--- config.mk ---
export PLATFORM = sky130hd
export DESIGN_NAME = mac_rx_frame
export DESIGN_NICKNAME = d
export VERILOG_FILES = /design/src/rtl/mac_pkg.sv /design/src/rtl/mac_crc32_d8.sv /design/src/rtl/mac_rx_frame.sv
export SDC_FILE = /design/constraint.sdc
export NUM_CORES = 1
export LEC_CHECK = 0
export ABC_CLOCK_PERIOD_IN_PS = 2100
export BUFFER_PORTS_ARGS = -buffer_cell sky130_fd_sc_hd__buf_2
export CAP_MARGIN = 10
export CORE_ASPECT_RATIO = 1.2
export CORE_UTILIZATION = 35
export DETAILED_ROUTE_END_ITERATION = 8
export HOLD_SLACK_MARGIN = 0.12
export PLACE_DENSITY = 0.54
export SETUP_SLACK_MARGIN = 0.05
export SLEW_MARGIN = 20
export SYNTH_ARGS = -nofsm -noshare
export SYNTH_HDL_FRONTEND = slang
export SYNTH_SLANG_ARGS = --single-unit
--- constraint.sdc ---
create_clock -name sys_clk -period 2.1 [get_ports sys_clk]
set_input_delay 0.105 -clock sys_clk [delete_from_list [all_inputs] [get_ports sys_clk]]
set_output_delay 0.105 -clock sys_clk [all_outputs]
set_load 0.05 [all_outputs]
--- src/rtl/mac_pkg.sv ---
// mac_pkg: shared state type and framing/CRC constants
// for the MAC receive path.
package mac_pkg;

  typedef enum logic [2:0] {
    S_IDLE,
    S_PREAMBLE,
    S_DATA,
    S_TRUNC,
    S_DROP
  } rx_state_t;

  localparam logic [7:0]  PREAMBLE_BYTE = 8'h55;
  localparam logic [7:0]  SFD_BYTE      = 8'hD5;
  localparam logic [31:0] CRC_POLY      = 32'hEDB88320;
  localparam logic [31:0] CRC_RESIDUE   = 32'hDEBB20E3;
  localparam logic [31:0] CRC_INIT      = 32'hFFFFFFFF;

endpackage

--- src/rtl/mac_crc32_d8.sv ---
// mac_crc32_d8: combinational CRC32 (reflected, LSB first)
// next-state for one data byte.
module mac_crc32_d8
  import mac_pkg::*;
(
  input  logic [31:0] crc,
  input  logic [7:0]  data,
  output logic [31:0] next_crc
);

  logic [31:0] c;

  always_comb begin
    c = crc;
    for (int i = 0; i < 8; i++) begin
      if (c[0] ^ data[i])
        c = (c >> 1) ^ CRC_POLY;
      else
        c = c >> 1;
    end
    next_crc = c;
  end

endmodule

--- src/rtl/mac_rx_frame.sv ---
// mac_rx_frame: strips preamble/SFD/FCS, flags bad frames, counts.
// CRC32 check is built only when MAC_RX_CRC_CHECK_EN is defined.
module mac_rx_frame
  import mac_pkg::*;
#(
  parameter int MIN_FRAME_LEN = 64,
  parameter int MAX_FRAME_LEN = 1518
) (
  input  logic        sys_clk,
  input  logic        sys_rstn,
  input  logic [7:0]  phy_rxd_in,
  input  logic        phy_rvalid_in,
  output logic        phy_rready_out,
  input  logic        phy_rerr_in,
  output logic [7:0]  mac_rdata_out,
  output logic        mac_rvalid_out,
  input  logic        mac_rready_in,
  output logic        mac_rlast_out,
  output logic        mac_ruser_out,
  output logic [15:0] good_cnt_out,
  output logic [15:0] bad_cnt_out
);

  rx_state_t state_q, state_d;

  logic            rdy_q;
  logic [4:0][7:0] dl_q;
  logic [15:0]     cnt_q;
  logic            bad_q;
  logic            pend_q;
  logic [7:0]      pend_data_q;
  logic            pend_user_q;

  logic start, push, emit, emit_last, last_user;
  logic inc_good, inc_bad;
  logic full, runt, crc_bad, frame_bad, free;

  assign full      = cnt_q >= 16'd5;
  assign runt      = cnt_q < 16'(MIN_FRAME_LEN);
  assign frame_bad = bad_q | runt | crc_bad;
  assign free      = ~mac_rvalid_out | mac_rready_in;

  assign phy_rready_out = rdy_q;

`ifdef MAC_RX_CRC_CHECK_EN
  logic [31:0] crc_q, crc_d;

  mac_crc32_d8 u_crc (
    .crc      (crc_q),
    .data     (phy_rxd_in),
    .next_crc (crc_d)
  );

  always_ff @(posedge sys_clk or negedge sys_rstn) begin
    if (!sys_rstn)
      crc_q <= CRC_INIT;
    else if (start)
      crc_q <= CRC_INIT;
    else if (push)
      crc_q <= crc_d;
  end

  assign crc_bad = crc_q != CRC_RESIDUE;
`else
  assign crc_bad = 1'b0;
`endif

  always_ff @(posedge sys_clk or negedge sys_rstn) begin
    if (!sys_rstn)
      state_q <= S_IDLE;
    else
      state_q <= state_d;
  end

  always_comb begin
    state_d   = state_q;
    start     = 1'b0;
    push      = 1'b0;
    emit      = 1'b0;
    emit_last = 1'b0;
    last_user = 1'b1;
    inc_good  = 1'b0;
    inc_bad   = 1'b0;
    unique case (state_q)
      S_IDLE: begin
        // first cycle out of reset may land mid-frame
        if (phy_rvalid_in)
          state_d = (rdy_q && phy_rxd_in == PREAMBLE_BYTE)
                  ? S_PREAMBLE : S_DROP;
      end
      S_PREAMBLE: begin
        if (!phy_rvalid_in) begin
          state_d = S_IDLE;
        end else if (phy_rxd_in == SFD_BYTE) begin
          if (pend_q) begin
            state_d = S_DROP;
            inc_bad = 1'b1;
          end else begin
            state_d = S_DATA;
            start   = 1'b1;
          end
        end else if (phy_rxd_in != PREAMBLE_BYTE) begin
          state_d = S_DROP;
        end
      end
      S_DATA: begin
        if (!phy_rvalid_in) begin
          state_d = S_IDLE;
          if (full) begin
            emit_last = 1'b1;
            last_user = frame_bad;
            inc_good  = ~frame_bad;
            inc_bad   = frame_bad;
          end else begin
            inc_bad = 1'b1;
          end
        end else if (cnt_q == 16'(MAX_FRAME_LEN)) begin
          state_d = S_TRUNC;
        end else begin
          push = 1'b1;
          emit = full;
        end
      end
      S_TRUNC: begin
        state_d   = S_DROP;
        emit_last = 1'b1;
        inc_bad   = 1'b1;
      end
      S_DROP: begin
        if (!phy_rvalid_in)
          state_d = S_IDLE;
      end
      default: state_d = S_IDLE;
    endcase
  end

  always_ff @(posedge sys_clk or negedge sys_rstn) begin
    if (!sys_rstn) begin
      rdy_q <= 1'b0;
      dl_q  <= '0;
      cnt_q <= '0;
      bad_q <= 1'b0;
    end else begin
      rdy_q <= 1'b1;
      if (start)
        cnt_q <= '0;
      else if (push) begin
        cnt_q <= cnt_q + 16'd1;
        dl_q  <= {dl_q[3:0], phy_rxd_in};
      end
      if (start)
        bad_q <= 1'b0;
      else if ((push && phy_rerr_in) || (emit && !free))
        bad_q <= 1'b1;
    end
  end

  // single output register; a blocked end-of-frame beat waits in pend_q
  always_ff @(posedge sys_clk or negedge sys_rstn) begin
    if (!sys_rstn) begin
      mac_rvalid_out <= 1'b0;
      mac_rdata_out  <= '0;
      mac_rlast_out  <= 1'b0;
      mac_ruser_out  <= 1'b0;
      pend_q         <= 1'b0;
      pend_data_q    <= '0;
      pend_user_q    <= 1'b0;
    end else if (free) begin
      if (pend_q) begin
        mac_rvalid_out <= 1'b1;
        mac_rdata_out  <= pend_data_q;
        mac_rlast_out  <= 1'b1;
        mac_ruser_out  <= pend_user_q;
        pend_q         <= 1'b0;
      end else if (emit || emit_last) begin
        mac_rvalid_out <= 1'b1;
        mac_rdata_out  <= dl_q[4];
        mac_rlast_out  <= emit_last;
        mac_ruser_out  <= emit_last & last_user;
      end else begin
        mac_rvalid_out <= 1'b0;
        mac_rlast_out  <= 1'b0;
        mac_ruser_out  <= 1'b0;
      end
    end else if (emit_last) begin
      pend_q      <= 1'b1;
      pend_data_q <= dl_q[4];
      pend_user_q <= last_user;
    end
  end

  always_ff @(posedge sys_clk or negedge sys_rstn) begin
    if (!sys_rstn) begin
      good_cnt_out <= '0;
      bad_cnt_out  <= '0;
    end else begin
      if (inc_good)
        good_cnt_out <= good_cnt_out + 16'd1;
      if (inc_bad)
        bad_cnt_out <= bad_cnt_out + 16'd1;
    end
  end

endmodule

==> metrics.csv, run 1 <==
metric,value,unit
fmax,0.470,GHz
nets,632,
yosysTopAreaCell,dfrtp_1,
crit_arrival,2.41,ns
fillCellCount,1248,
crit_buf_inv,4,
synth_area_leaders,"dfrtp_1, nand2_1, mux2_2",
cpPeakStageDelay,0.41,ns
tightestPinTransition,0.684,ns
p_total,5.12,mW
place.gp.congestion,0.810,
ant_nets,0,
ios,57,
rsz0062_at_grt,yes,
die_area,0.0150,mm^2
rows,47,
report.final.slew_viol_count,0,
path_clk_slew,0.05,ns
dr.pass1.iters,6,
overflow,0,
dpl_cell_area,0.00590,mm^2
yosysMostFrequentCell,nand2_1,
cts_buffers,17,
cp_common_cell,buf_4,
syn_nets,510,
syn_area,0.00509,mm^2
synth_top_cell_area_share,0.560,
post-place-cells,740,
cp.required,2.38,ns
crit_slowest_cell,dfrtp_1,
synth_seq_area_share,0.560,
setup_viol_count_final,13,
r2r_slack,-0.03,ns
area_delta_synth_final,38.9,%
cts_tree,done,
drcViolationCount,5,
finalCritPeriodShare,1.01,
grt_start_max_net_pins,51,
grt_pass1_vias,3921,
relSlewSlack,0.544,
netlist_top_cells_count,"nand2_1, dfrtp_1, mux2_2",
peakVddDrop,400,uV
drive_gt1_frac,0.347,
fp.coreArea,0.0140,mm^2
clk_path_buf_depth,2,
p_leak,3.65,nW
p_per_area,724,mW/mm^2
violations,"design-rule violations, negative setup slack",
critPathLaunchType,flip-flop,
grt_pass1_wl,18900,um
syn_inst,491,
synth-edff-count,0,
crit_chain,"inv_2, buf_4, ha_2, nand4b_1, buf_4, o31ai_4, buf_6, nor3_1, xnor2_1, nor2_4",
worstSetupEndpointType,flip-flop,
die_w,112,um
finalWirelength,11600,um
stdcell_count,796,
fin_skew,0.0133,ns
min_path_type,in2async,
synth.distinct_cells,59,
final_util,0.505,
via_per_inst,4.91,
start_util,0.364,
cts-root-buf,clkbuf_16,
grt.total_usage,0.161,
cts.htree.levels,4,
clock_latency,0.41,ns
cp_max_fo,7,
place_hpwl,7290,um
drt_iter0_drc,228,
antenna_found_initial,0,
synthArstFlopShare,1.00,
num_vias,3906,
place_ws,-0.106,ns
finalWorstSetupSlack,-0.0293,ns
path_class,reg2reg,
n_antenna_cell,0,
synth-main-ff-cell,dfrtp_1,
hold_violations,0,
syn_avg_cell_area,10.4,um^2
period_needed,2.13,ns
cts_sinks,114,
cp_top_family,buffers and inverters,
max_cap_violations,0,
synth_seq_cells,114,
port_buffers,56,
wl_per_cell,14.6,um
synth-warning-count,0,
post-route-cell-area,0.00707,mm^2
die_h,134,um
outcome,"complete, but fails checks",
==> state kept, by name, indices dropped and copies added, names as in the netlist <==
register	flops
mac_rvalid_out	1
state_q	3
bad_q	1
bad_cnt_out	16
good_cnt_out	16
phy_rready_out	1
mac_rlast_out	1
pend_data_q	8
dl_q	40
pend_user_q	1
pend_q	1
mac_ruser_out	1
cnt_q	16
mac_rdata_out	8
==> placed cells by master (no fill, tap or decap), types with 12 or more instances in the layout <==
master	n
clkbuf_16	18
nand3_1	15
xor2_1	20
buf_2	55
buf_4	36
xnor2_1	19
nor2_4	13
dfrtp_1	111
dlygate4sd3_1	12
nor2_1	12
mux2_2	24
nand2_1	145
==> final cells by class <==
type	instances	area (um^2)	share of cell area
clock buffers	19	443	0.0626
clock inverters	12	135	0.0191
inverters	6	22.5	0.00319
multi-input cells	356	2500	0.353
flip-flops and latches	114	2860	0.404
well taps	171	214	0.0303
repair buffers	118	903	0.128
==> through the flow <==
stage	TNS, ns	hold WS, ns
after detailed placement	-0.826	0.192
after CTS	0	0.297
after global routing	-2.67	0.369
after floorplan	0	-0.191
final	-0.209	0.283
after global placement	-0.431	0.191
==> worst register-to-register path: stages, from the launching register on <==
cell and delay, ns:
dfrtp_1 0.41, inv_2 0.09, buf_4 0.11, ha_2 0.16, nand4b_1 0.19, buf_4 0.22, o31ai_4 0.24, buf_6 0.17
nor3_1 0.07, xnor2_1 0.29, nor2_4 0.07
==> per-layer routing <==
layer  routed length [um]  GRT usage  up-vias
met2                 5740      0.260       72
met3                  359     0.0416        6
met4                   85     0.0644        0
li1                     -          -     1912
met1                 5430      0.206     1916
met5                    0          0        -
==> repair_timing <==
item,CTS,global route
pin swaps,2,29
hold buffers,12,0
gates cloned,0,2
hold endpoints to repair,62,0
setup buffers,2,9
setup endpoints to repair,29,94
resized for setup,17,62
==> path summary, 6_finish.rpt <==
kind / startpoint / to / depth (start not counted)
worst min register to register: bad_cnt_out[15]$_DFFE_PN0P_ / bad_cnt_out[15]$_DFFE_PN0P_ / 1
min in group sys_clk: phy_rxd_in[5] / dl_q[5]$_DFFE_PN0P_ / 4
worst min-delay path: sys_rstn / cnt_q[12]$_DFFE_PN0P_ / 2
worst max register to register: cnt_q[0]$_DFFE_PN0P_ / cnt_q[6]$_DFFE_PN0P_ / 10
max in group asynchronous: sys_rstn / bad_cnt_out[4]$_DFFE_PN0P_ / 3
worst max-delay path: cnt_q[0]$_DFFE_PN0P_ / cnt_q[6]$_DFFE_PN0P_ / 10
==> kinds of logic (layout without fill, tap and decap cells) <==
family | Yosys count | after routing | share of synthesized area
compound gates | 32 | 32 | 0.0433
xor+xnor | 41 | 41 | 0.0705
fa+ha+maj | 6 | 6 | 0.0147
buf+inv | 21 | 155 | 0.0187
flops | 114 | 114 | 0.560
mux | 26 | 26 | 0.0575
other cells | 1 | 1 | 0.000737
simple gates | 250 | 250 | 0.234
==> power breakdown <==
part	internal (mW)	total [mW]	switching [mW]	leakage [nW]
registers	2.20	2.21	0.00413	1.57
clock network	1.77	2.80	1.03	0.260
logic	0.0452	0.115	0.0696	1.83
total	4.02	5.12	1.10	3.65
Note: power is estimated with default switching activity, not from simulation.
==> inputs of run 2 (changes only) <==
- ABC_CLOCK_PERIOD_IN_PS: 2100 -> 2700
- PLACE_DENSITY: 0.54 -> 0.52
- clock period: 2.1 -> 2.7 ns (I/O delays scaled with it)
==> run 2 against run 1 <==
  * The run ends with design-rule violations left
  * Count of clock-buffer cells in the layout unchanged
  * First-iteration DRC count decreased by 4.4%
  * Utilization shrank 5.2 points
  * Sequential share of layout area increased by 4.5 points
  * Combinational power decreased by 30%
  * Worst setup slack improved by 0.31 ns
  * Via count down 5.2%
  * Register-to-register slack better by 0.31 ns
  * Critical path type unchanged
==> metrics.csv, run 2 (same netlist as run 1, synthesis figures left out) <==
metric,value,unit,change
cp.required,2.99,ns,+0.61 ns
pwr-share-clk,0.565,,+0.019
post-route-cell-area,0.00635,mm^2,-10%
fmax,0.413,GHz,-12%
antenna_found_initial,0,,unchanged
cts_buffers,17,,unchanged
outcome,"complete, but fails checks",,
max_cap_violations,0,,unchanged
clk_path_buf_depth,2,,unchanged
clock_latency,0.41,ns,about the same
p_per_area,650,mW/mm^2,-10%
tightestPinTransition,0.909,ns,+0.224 ns
relSlewSlack,0.394,,-0.150
drt_iter0_drc,218,,-4.4%
post_cts_buffers,0,,-2
switching_share,0.204,,-0.0110
place.gp.congestion,0.826,,+2.0%
path_class,reg2reg,,
stdcell_count,755,,-5.2%
finalWirelength,10400,um,-10%
largest_register,dl_q,,
crit_arrival,2.71,ns,+0.30 ns
p_total,4.13,mW,-19%
cts-root-buf,clkbuf_16,,
p_leak,3.32,nW,-9.1%
grt_pass1_wl,18300,um,-3.6%
num_vias,3704,,-5.2%
timing.hold.ws,0.338,ns,+0.0548 ns
port_buffers,56,,unchanged
dr.pass1.iters,6,,unchanged
grt_pass1_vias,3785,,-3.5%
cpPeakStageDelay,0.42,ns,about the same
area_delta_synth_final,24.7,%,
overflow,0,,unchanged
die_h,134,um,unchanged
crit_chain,"inv_1, ha_1, nand2b_1, a2111oi_2, nand2_1, o21a_1, o21ai_4, mux2_2",,
worstSetupEndpointType,flip-flop,,
p_sw,0.843,mW,-23%
hold_violations,0,,unchanged
crit_buf_inv,1,,-3
drcViolationCount,9,,+4
crit_slowest_cell,dfrtp_1,,
setup_viol_count_final,0,,-13
peakVddDrop,313,uV,-22%
finalCritPeriodShare,0.896,,-0.118
largest_register_ffs,40,,unchanged
place_hpwl,6820,um,-6.5%
cts.htree.levels,4,,unchanged
die_area,0.0150,mm^2,unchanged
via_per_inst,4.91,,about the same
post-place-cells,711,,-3.9%
period_needed,2.42,ns,+0.290 ns
cp_top_family,compound AO/OA/AOI/OAI gates,,
cp_max_fo,8,,+1
wl_per_cell,13.8,um,-5.2%
start_util,0.364,,unchanged
final_common_cell,nand2_1,,
p_int,3.28,mW,-18%
ant_nets,0,,unchanged
critPathLaunchType,flip-flop,,
n_antenna_cell,0,,unchanged
report.final.slew_viol_count,0,,unchanged
cts_sinks,114,,unchanged
violations,design-rule violations,,
rows,47,,unchanged
grt.total_usage,0.154,,-0.00702
finalWorstSetupSlack,0.280,ns,+0.310 ns
ios,57,,unchanged
nets,590,,-6.6%
final_cell_mix,"nand2_1, dfrtp_1, buf_2, mux2_2, nor2_1",,
p_seq_frac,0.416,,-0.015
min_path_type,in2async,,
p_comb_frac,0.019,,-0.003
fp.coreArea,0.0140,mm^2,unchanged
place_ws,-0.0447,ns,+0.0611 ns
path_clk_slew,0.06,ns,about the same
die_w,112,um,unchanged
dpl_cell_area,0.00560,mm^2,-5.1%
grt_start_max_net_pins,115,,+130%
cts_tree,done,,
rsz0062_at_grt,no,,
fin_skew,0.00855,ns,-0.00475 ns
drive_gt1_frac,0.228,,-0.119
==> run 2: layout make-up <==
cell class / count / area (um^2)
clock buffer: 19 / 433
clock inverter: 13 / 185
fill: 1344 / 7650
inverter: 6 / 22.5
multi-input combinational: 356 / 2170
sequential: 114 / 2850
tap: 171 / 214
timing repair buffer: 76 / 475
==> run 2: worst register-to-register path: cells and delay by family (launching register included) <==
kind / cells / cell delay (ns)
AOI/OAI and AO/OA: 3 / 0.91
adders and majority gates: 1 / 0.18
buffers and inverters: 1 / 0.10
DFF: 1 / 0.42
muxes: 1 / 0.38
and+or+nand+nor: 2 / 0.31
==> run 2: what timing repair did <==
action | CTS | global route
endpoints found under the setup margin | 8 | 8
hold buffers | 12 | 0
hold endpoints to repair | 126 | 0
resized for setup | 1 | 2
==> run 2: path summary, 6_finish.rpt <==
| check | from | end | slack [ns] | cells past startpoint |
|---|---|---|---|---|
| min reg2reg | dl_q[26]$_DFFE_PN0P_ | dl_q[34]$_DFFE_PN0P_ | 0.46 | 2 |
| max reg2reg | cnt_q[1]$_DFFE_PN0P_ | mac_rdata_out[4]$_DFFE_PN0P_ | 0.28 | 8 |
| min | sys_rstn | good_cnt_out[7]$_DFFE_PN0P_ | 0.34 | 3 |
| max | cnt_q[1]$_DFFE_PN0P_ | mac_rdata_out[4]$_DFFE_PN0P_ | 0.28 | 8 |
| max in group asynchronous | sys_rstn | cnt_q[7]$_DFFE_PN0P_ | 1.89 | 3 |
| min in group sys_clk | phy_rxd_in[0] | dl_q[0]$_DFFE_PN0P_ | 0.46 | 4 |
==> run 2: power by group through the flow <==
stage | Sequential, mW | Clock, mW | Combinational, mW
floorplan | 1.75 | 0 | 0.0122
global placement | 1.75 | 0 | 0.0693
detailed placement | 1.75 | 0 | 0.0702
CTS | 1.72 | 2.39 | 0.0835
global route | 1.72 | 2.48 | 0.0920
finish | 1.72 | 2.33 | 0.0803
==> run 2: per-stage QoR <==
stage | TNS [ns] | util
after floorplan | 0 | -
after global placement | 0 | 0.400
after detailed placement | -0.262 | 0.400
after CTS | 0 | 0.453
after global routing | 0 | 0.454
final | 0 | 0.454
==> run 2: layer usage <==
layer / track usage / up-vias / part of all wire
met5: 0 / - / 0
met4: 0.0600 / 0 / 0.017
met3: 0.0524 / 12 / 0.042
met2: 0.242 / 73 / 0.47
met1: 0.196 / 1800 / 0.48
li1: - / 1819 / -
